===== config.mk =====
export PLATFORM = sky130hd
export DESIGN_NAME = uart_tx_mmio_flat
export DESIGN_NICKNAME = d
export VERILOG_FILES = /design/src/rtl/uart_tx_mmio_if.sv /design/src/rtl/uart_tx_mmio.sv /design/src/flat_wrapper.sv
export SDC_FILE = /design/constraint.sdc
export NUM_CORES = 1
export LEC_CHECK = 0
export BUFFER_PORTS_ARGS = -buffer_cell sky130_fd_sc_hd__buf_4
export CAP_MARGIN = 20
export CORE_MARGIN = 2
export CORE_UTILIZATION = 58
export DETAILED_ROUTE_END_ITERATION = 10
export PLACE_DENSITY = 0.8
export SLEW_MARGIN = 20
export SYNTH_ARGS = -nofsm -noshare
export SYNTH_HDL_FRONTEND = slang
export SYNTH_SLANG_ARGS = --single-unit

===== constraint.sdc =====
create_clock -name clk -period 4.75 [get_ports clk]
set_clock_uncertainty 0.1 [all_clocks]
set_input_delay 0.2375 -clock clk [delete_from_list [all_inputs] [get_ports clk]]
set_output_delay 0.2375 -clock clk [all_outputs]
set_load 0.005 [all_outputs]

===== src/rtl/uart_tx_mmio_if.sv =====
// Data-memory bus bundle between the CPU and the memory-mapped UART transmitter.
// The CPU drives address, data and strobes; the UART returns status data, decode hit and stall.
interface uart_tx_mmio_if;
    logic [31:0] addr;
    logic [31:0] wdata;
    logic        memwrite;
    logic        memread;
    logic [31:0] rdata;
    logic        hit;
    logic        stall;

    modport master (
        output addr, wdata, memwrite, memread,
        input  rdata, hit, stall
    );

    modport slave (
        input  addr, wdata, memwrite, memread,
        output rdata, hit, stall
    );
endinterface


===== src/rtl/uart_tx_mmio.sv =====
// Memory-mapped UART transmitter: stores to TX_ADDR fill a byte FIFO that an 8N1/8N2
// serializer drains; a full FIFO stalls the store, and STATUS_ADDR reports level and idle.
module uart_tx_mmio #(
    parameter int          BAUD_DIV    = 104,
    parameter int          FIFO_DEPTH  = 16,
    parameter int          STOP_BITS   = 1,
    parameter logic [31:0] TX_ADDR     = 32'h2001,
    parameter logic [31:0] STATUS_ADDR = 32'h2002
) (
    input  logic           clk,
    input  logic           rstn,
    uart_tx_mmio_if.slave  bus,
    output logic           tx
);
    localparam int AW = $clog2(FIFO_DEPTH);
    localparam int CW = AW + 1;
    localparam int BW = $clog2(BAUD_DIV);
    localparam logic [BW-1:0] BAUD_LAST  = BW'(BAUD_DIV - 1);
    localparam logic [CW-1:0] FULL_COUNT = CW'(FIFO_DEPTH);

    typedef enum logic [1:0] {IDLE, START, DATA, STOP} state_t;

    state_t        state_reg, state_next;
    logic [7:0]    mem [FIFO_DEPTH];
    logic [AW-1:0] wr_ptr_reg, wr_ptr_next;
    logic [AW-1:0] rd_ptr_reg, rd_ptr_next;
    logic [CW-1:0] count_reg, count_next;
    logic [7:0]    shift_reg, shift_next;
    logic [BW-1:0] baud_reg, baud_next;
    logic [2:0]    bit_reg, bit_next;
    logic          stop_reg, stop_next;
    logic          tx_reg, tx_next;
    logic          sel_tx, sel_status;
    logic          full, empty, idle;
    logic          push, pop, flush;
    logic          baud_end, stop_last;
    logic [7:0]    count_byte;
    logic          unused_wdata;

    assign sel_tx     = (bus.addr == TX_ADDR);
    assign sel_status = (bus.addr == STATUS_ADDR);
    assign full       = (count_reg == FULL_COUNT);
    assign empty      = (count_reg == '0);
    assign idle       = empty && (state_reg == IDLE);

    assign push  = bus.memwrite && sel_tx && !full;
    assign flush = bus.memwrite && sel_status && bus.wdata[0];

    assign bus.stall = bus.memwrite && sel_tx && full;
    assign bus.hit   = (sel_tx || sel_status) && (bus.memwrite || bus.memread);

    // Zero-extend count into the status byte regardless of FIFO_DEPTH.
    for (genvar gi = 0; gi < 8; gi++) begin : g_count_byte
        if (gi < CW) begin : g_bit
            assign count_byte[gi] = count_reg[gi];
        end else begin : g_zero
            assign count_byte[gi] = 1'b0;
        end
    end

    assign bus.rdata = (bus.memread && sel_status)
                     ? {16'h0000, count_byte, 5'b00000, empty, full, idle}
                     : 32'h0000_0000;

    assign unused_wdata = ^bus.wdata[31:8];

    assign baud_end  = (baud_reg == BAUD_LAST);
    assign stop_last = (STOP_BITS == 1) || stop_reg;

    always_comb begin
        state_next = state_reg;
        shift_next = shift_reg;
        baud_next  = baud_reg;
        bit_next   = bit_reg;
        stop_next  = stop_reg;
        pop        = 1'b0;
        case (state_reg)
            IDLE: begin
                // A same-cycle flush wins, so no frame starts from a discarded entry.
                if (!empty && !flush) begin
                    pop        = 1'b1;
                    shift_next = mem[rd_ptr_reg];
                    baud_next  = '0;
                    state_next = START;
                end
            end
            START: begin
                if (baud_end) begin
                    baud_next  = '0;
                    bit_next   = 3'd0;
                    state_next = DATA;
                end else begin
                    baud_next = baud_reg + 1'b1;
                end
            end
            DATA: begin
                if (baud_end) begin
                    baud_next  = '0;
                    shift_next = {1'b0, shift_reg[7:1]};
                    if (bit_reg == 3'd7) begin
                        stop_next  = 1'b0;
                        state_next = STOP;
                    end else begin
                        bit_next = bit_reg + 1'b1;
                    end
                end else begin
                    baud_next = baud_reg + 1'b1;
                end
            end
            STOP: begin
                if (baud_end) begin
                    baud_next = '0;
                    if (!stop_last) begin
                        stop_next = 1'b1;
                    end else if (!empty && !flush) begin
                        pop        = 1'b1;
                        shift_next = mem[rd_ptr_reg];
                        state_next = START;
                    end else begin
                        state_next = IDLE;
                    end
                end else begin
                    baud_next = baud_reg + 1'b1;
                end
            end
            default: state_next = IDLE;
        endcase

        // The line is registered from the next state, so a pop drives the start bit on the same edge.
        case (state_next)
            START:   tx_next = 1'b0;
            DATA:    tx_next = shift_next[0];
            default: tx_next = 1'b1;
        endcase
    end

    always_comb begin
        wr_ptr_next = wr_ptr_reg;
        rd_ptr_next = rd_ptr_reg;
        count_next  = count_reg;
        if (flush) begin
            wr_ptr_next = '0;
            rd_ptr_next = '0;
            count_next  = '0;
        end else begin
            if (push) wr_ptr_next = wr_ptr_reg + 1'b1;
            if (pop)  rd_ptr_next = rd_ptr_reg + 1'b1;
            case ({push, pop})
                2'b10:   count_next = count_reg + 1'b1;
                2'b01:   count_next = count_reg - 1'b1;
                default: count_next = count_reg;
            endcase
        end
    end

    always_ff @(posedge clk) begin
        if (push) mem[wr_ptr_reg] <= bus.wdata[7:0];
    end

    always_ff @(posedge clk or negedge rstn) begin
        if (!rstn) begin
            state_reg  <= IDLE;
            wr_ptr_reg <= '0;
            rd_ptr_reg <= '0;
            count_reg  <= '0;
            shift_reg  <= '0;
            baud_reg   <= '0;
            bit_reg    <= '0;
            stop_reg   <= 1'b0;
            tx_reg     <= 1'b1;
        end else begin
            state_reg  <= state_next;
            wr_ptr_reg <= wr_ptr_next;
            rd_ptr_reg <= rd_ptr_next;
            count_reg  <= count_next;
            shift_reg  <= shift_next;
            baud_reg   <= baud_next;
            bit_reg    <= bit_next;
            stop_reg   <= stop_next;
            tx_reg     <= tx_next;
        end
    end

    assign tx = tx_reg;
endmodule


===== src/flat_wrapper.sv =====
// flat-port wrapper written by rule: the top's interface ports become plain ports
module uart_tx_mmio_flat 
#(
    parameter int          BAUD_DIV    = 104,
    parameter int          FIFO_DEPTH  = 16,
    parameter int          STOP_BITS   = 1,
    parameter logic [31:0] TX_ADDR     = 32'h2001,
    parameter logic [31:0] STATUS_ADDR = 32'h2002
)
  (clk, rstn, tx, bus_addr, bus_wdata, bus_memwrite, bus_memread, bus_rdata, bus_hit, bus_stall);
  uart_tx_mmio_if bus_i ();
  input  logic clk;
  input  logic rstn;
  output logic tx;
  input wire logic [$bits(bus_i.addr)-1:0] bus_addr;
  input wire logic [$bits(bus_i.wdata)-1:0] bus_wdata;
  input wire logic [$bits(bus_i.memwrite)-1:0] bus_memwrite;
  input wire logic [$bits(bus_i.memread)-1:0] bus_memread;
  output wire logic [$bits(bus_i.rdata)-1:0] bus_rdata;
  output wire logic [$bits(bus_i.hit)-1:0] bus_hit;
  output wire logic [$bits(bus_i.stall)-1:0] bus_stall;
  assign bus_i.addr = bus_addr;
  assign bus_i.wdata = bus_wdata;
  assign bus_i.memwrite = bus_memwrite;
  assign bus_i.memread = bus_memread;
  assign bus_rdata = bus_i.rdata;
  assign bus_hit = bus_i.hit;
  assign bus_stall = bus_i.stall;
  uart_tx_mmio #(.BAUD_DIV(BAUD_DIV), .FIFO_DEPTH(FIFO_DEPTH), .STOP_BITS(STOP_BITS), .TX_ADDR(TX_ADDR), .STATUS_ADDR(STATUS_ADDR)) u_core (.clk(clk), .rstn(rstn), .bus(bus_i), .tx(tx));
endmodule

# == Word-level counts from Yosys, hierarchy flattened ==
# Memory sizes are Yosys's and may differ from the RTL's.
# Index checks and enable logic that the tools add are counted.
# totals
ff_bits,34
latch_bits,0
ram_bits,128
rom_bits,0
out_inout_bits,35
wordCells,88
n_memories,1
# classes
add_sub_neg,6
mul,0
div,0
order_cmp,0
eq_ne,17
shift,0
n_mux,31
n_bitwise,0
n_reduce_logical,24
# mem_list
memory,depth,width,rd,rd_ports_with_merged_regs,wr,line,text
u_core.mem,16,8,1,0,1,uart_tx_mmio.sv:24,logic [7:0] mem [FIFO_DEPTH];
# op_table
operator,n
equality test 32 x 14 -> 1 bit (second input constant),2
2-to-1 mux 8 bit,3
case mux 8 bit (3 select lines),1
2-to-1 mux 4 bit,4
2-to-1 mux 7 bit,2
case mux 7 bit (2 select lines),1
2-to-1 mux 13 bit,1
2-to-1 mux 2 bit,5
case mux 5 bit (2 select lines),1
logical AND 1 bit,9
2-to-1 mux 3 bit,3
adder 4 x 1 -> 4 bit (second input constant),2
equality test 2 bit (second input constant),4
case mux 2 bit (4 select lines),1
adder 7 x 1 -> 7 bit (second input constant),1
equality test 7 bit (second input constant),1
equality test 2 x 1 -> 1 bit (second input constant),3
!= test 2 x 1 -> 1 bit (second input constant),3
case mux 3 bit (2 select lines),1
nonzero test 2 bit,3
nonzero test 3 bit,2
adder 5 x 1 -> 5 bit (second input constant),1
equality test 5 bit (second input constant),1
logical NOT 5 bit,1
13 further kinds,22

# == Logic depth before layout (Yosys ltp) ==
# depth
ltp_word,11
depth_mapped,15
depth_no_buf,13

# == Worst setup path after synthesis ==
# Ideal clock, no wire load.
# synth_path
path_kind,register to register
startpoint,register u_core.baud_reg[0]
endpoint,register u_core.count_reg[4]
setup_ns,0.077
arrival_ns,3.195
t_required_ns,4.573
slack_ns,1.378
path_stages_with_launch,15
period_less_slack_ns,3.372
cell_sequence,dfrtp_1 ha_1 and2_0 a31oi_1 nor3_1 ha_1 clkbuf_1 xor2_1 ha_1 o21a_1 o21ai_0 o21bai_1 xnor2_1 or3_1 a21oi_1
# synth_between
elab_chain_cells,6
word_cells_on_any_way,8
cone_classes,3 x eq/ne; 4 x mux; 1 x reduce/logical
# synth_rtl
item,line,text
start: declaration,uart_tx_mmio.sv:29,"logic [BW-1:0] baud_reg, baud_next;"
start signal: assignment,uart_tx_mmio.sv:177,baud_reg <= baud_next;
equality test 7 bit *,uart_tx_mmio.sv:67,assign baud_end = (baud_reg == BAUD_LAST);
2-to-1 mux 1 bit *,uart_tx_mmio.sv:111,if (baud_end) begin
case mux 1 bit (2 select lines) *,uart_tx_mmio.sv:77,case (state_reg)
equality test 2 x 1 -> 1 bit or equality test 2 bit (tied branches),uart_tx_mmio.sv:148,"case ({push, pop})"
case mux 5 bit (2 select lines),uart_tx_mmio.sv:148,
2-to-1 mux 5 bit,uart_tx_mmio.sv:141,if (flush) begin
end signal: assignment,uart_tx_mmio.sv:175,count_reg <= count_next;
end: declaration,uart_tx_mmio.sv:27,"logic [CW-1:0] count_reg, count_next;"
# Every way passes the cells marked *; elsewhere a longest branch is shown, timed or not.
# A chain may end at the register's enable or synchronous reset.

# == Final worst setup path ==
# Ends and elaborated chain as after synthesis.

==> metrics.md <==
| Metric | Value |
|---|---|
| Core area | 12,700 µm² |
| Initial core utilization | 59.8% |
| Gpl congestion | 0.828 |
| Critical Path RT | 5000 ps |
| Clk slew on worst S/H paths | 70 ps |
| First-pass detailed-route iteration total | 5 |
| Clock Tree Root | clkbuf_16 |
| Period utilization | 81.3% |
| Ant. Diodes | 0 |
| Leakage | 3.17 nW |
| WL/cell | 20.7 µm |
| GRT overflow | 0 |
| Largest net degree at the start of global routing | 35 |
| Least-Margin Pin Slew | 886 ps |
| Met3 wire len | 959 µm |
| Clk pwr share | 44.3% |
| H-tree depth | 4 |
| Initial antenna violation count | 0 |
| CTS sink cnt | 162 |
| Most area-hungry cell type in the Yosys netlist | edfxtp_1 |
| Max Used Layer | met4 |
| Gr usage total | 23.8% |
| Yosys cell types | 58 |
| Vias in the first global route | 4,595 |
| Max FFs per register | 128 |
| Post-synth top cells | 128 x edfxtp_1, 33 x dfrtp_1, 33 x mux4_2, 31 x nand2_1, 26 x buf_4 |
| Top-count cell post-synth | edfxtp_1 |
| WP data arrival | 4110 ps |
| Crit start category | flip-flop |
| Clk_lat worst skew | 420 ps |
| Die Height | 118 µm |
| Final Critical Period | 3860 ps |
| Final net count | 655 |
| Synthesis Warnings | 0 |
| Die area | 14,000 µm² |
| Fmax | 259 MHz |
| VDD IR-drop max | 0.387 mV |
| Sequential fraction of the synthesis area | 61.9% |
| Layout cells sized above 1 | 25.9% |
| Hold Buf Count CTS | 1 |
| RSZ-0062 raised after global routing | no |
| Mean Syn Cell Area | 15.0 µm² |
| DRT iter0 DRCs | 395 |
| Area grow syn2layout | 14.2% |
| Setup CP Type | flip-flop to flip-flop |
| Final Slew Violations | 0 |
| CTS tree | built |
| Setup TNS | 0 ps |
| Final hold viol count | 0 |
| Main synth FF type | edfxtp_1 |
| Critical path capture point type | flip-flop |
| Clk buf depth | 2 |
| Switching power | 0.623 mW |
| FFs w/ async S/R, synth | 21.0% |
| Area share of the largest cell type after synthesis | 50.7% |
| Post_cts resized | 0 |
| Power Internal | 2.24 mW |
| Top cells by area, synth | edfxtp_1 51%, dfrtp_1 11%, mux4_2 9.8% |
| Mean number of vias per cell | 5.99 |
| Drt total wl | 15.6 mm |
| MaxCap Viol Count | 0 |
| DR WL met2 | 8.27 mm |
| Hold Path Class | input pin to flip-flop |
| First-pass GRT wire length | 24.8 mm |
| WHS | 19.7 ps |
| Post-CTS Setup Bufs | 0 |
| Synth Register Bits | 162 |
| Via count | 4,522 |
| CTS Buf Count | 17 |
| Met1 WL | 6.08 mm |
| Cells after Synth | 504 |
| PortBufs | 54 |
| Logic pwr share | 2.4% |
| Final HPWL DP | 10.3 mm |
| DRC viols | 0 |
| Synth Cell Area | 7580 µm² |
| Placed cell areas | 8100 µm² |
| DRT antenna net count | 0 |
| Row count | 41 |
| Sequential power share | 53.4% |
| Critical path peak fanout | 9 |
| Sw Ratio | 21.7% |
| Post-synth EDFFs | 128 |
| Rel. slew slack | 40.9% |
| Status | complete, no violations |
| IO Count | 103 |
| Count of final setup violators | 0 |
| Cell Pwr Density | 331 nW/µm² |
| Die Wd | 118 µm |
| Fin area | 8660 µm² |
-- cell usage in the layout (no fill, tap or decap), drive strengths merged, types with 2 or more instances in the layout --
master,count
mux2,2
nand2,31
nor2,25
dfrtp,33
ha,17
clkinv,4
a21o,2
buf,66
nand3,6
nand2b,5
nor4b,4
o221ai,9
o221a,2
inv,33
xnor2,6
mux2i,14
edfxtp,128
xor2,5
conb,24
and2,14
clkinvlp,2
o31ai,4
nor2b,4
mux4,33
nor3b,2
or3,4
clkbuf,18
a21oi,14
a2111oi,2
o21ai,18
nor4,13
nand4,3
and3,3
a31oi,4
nor3,11
o22ai,4
-- layer usage --
metal	global-route usage (%)	vias up
li1	-	2019
met1	29.4	2297
met2	40.4	177
met3	6.56	29
met4	8.58	0
met5	0	-
-- worst paths after layout --
path                                                startpoint  cells past startpoint  slack (ps)                         endpoint
worst max register to register  u_core.baud_reg[0]$_DFFE_PN0P_                     14         890  u_core.count_reg[4]$_DFFE_PN0P_
min in group asynchronous                                 rstn                      2         220   u_core.baud_reg[3]$_DFFE_PN0P_
worst max-delay path            u_core.baud_reg[0]$_DFFE_PN0P_                     14         890  u_core.count_reg[4]$_DFFE_PN0P_
max in group asynchronous                                 rstn                      2        3980              u_core.tx$_DFF_PN1_
worst min-delay path                              bus_wdata[7]                      1          20      u_core.mem[14][7]$_DFFE_PP_
worst min register to register  u_core.baud_reg[6]$_DFFE_PN0P_                      1         390   u_core.baud_reg[6]$_DFFE_PN0P_
-- area by class of cell --
type,instances,area [µm²]
sequential,162,4700
fill,838,4010
clock inverter,14,119
tap,172,215
multi-input combinational,297,2600
clock buffer,18,429
timing repair buffer,67,505
inverter,25,96.3
-- power groups by stage --
stage / Combinational, mW / Sequential (mW) / Clock, mW
after floorplan: 0.0255 / 1.56 / 0
after global placement: 0.0635 / 1.56 / 0
after detailed placement: 0.0674 / 1.56 / 0
after CTS: 0.0678 / 1.53 / 1.28
after global routing: 0.0738 / 1.53 / 1.35
final: 0.0677 / 1.53 / 1.27
-- kinds of logic after synthesis --
group	Yosys count	share of synthesized area [%]
other	1	0.0495
DFF	162	61.9
adders and majority gates	17	2.81
AOI/OAI and AO/OA	68	6.11
buffers and inverters	68	4.97
muxes	49	11.9
xor gates and xnor gates	11	1.27
and+or+nand+nor	128	10.9
-- through the flow --
stage / utilization, % / setup WS (ps) / total power [mW] / std cells
floorplan: - / 1380 / 1.59 / 527
global placement: 63.9 / 1060 / 1.62 / 722
detailed placement: 63.9 / 876 / 1.63 / 722
CTS: 68.3 / 910 / 2.88 / 755
global route: 68.3 / 461 / 2.96 / 755
finish: 68.3 / 888 / 2.87 / 755
-- worst max-delay path, cell delays in order, from the launching register on --
cell,delay (ps)
dfrtp_1,400
ha_1,220
and2_0,290
a31oi_1,140
buf_4,190
nor3_1,500
ha_1,510
xor2_1,120
ha_1,250
o21a_1,180
o21ai_0,150
o21bai_1,100
xnor2_1,140
or3_1,330
a21oi_1,150
(Power assumes the default switching activity.)
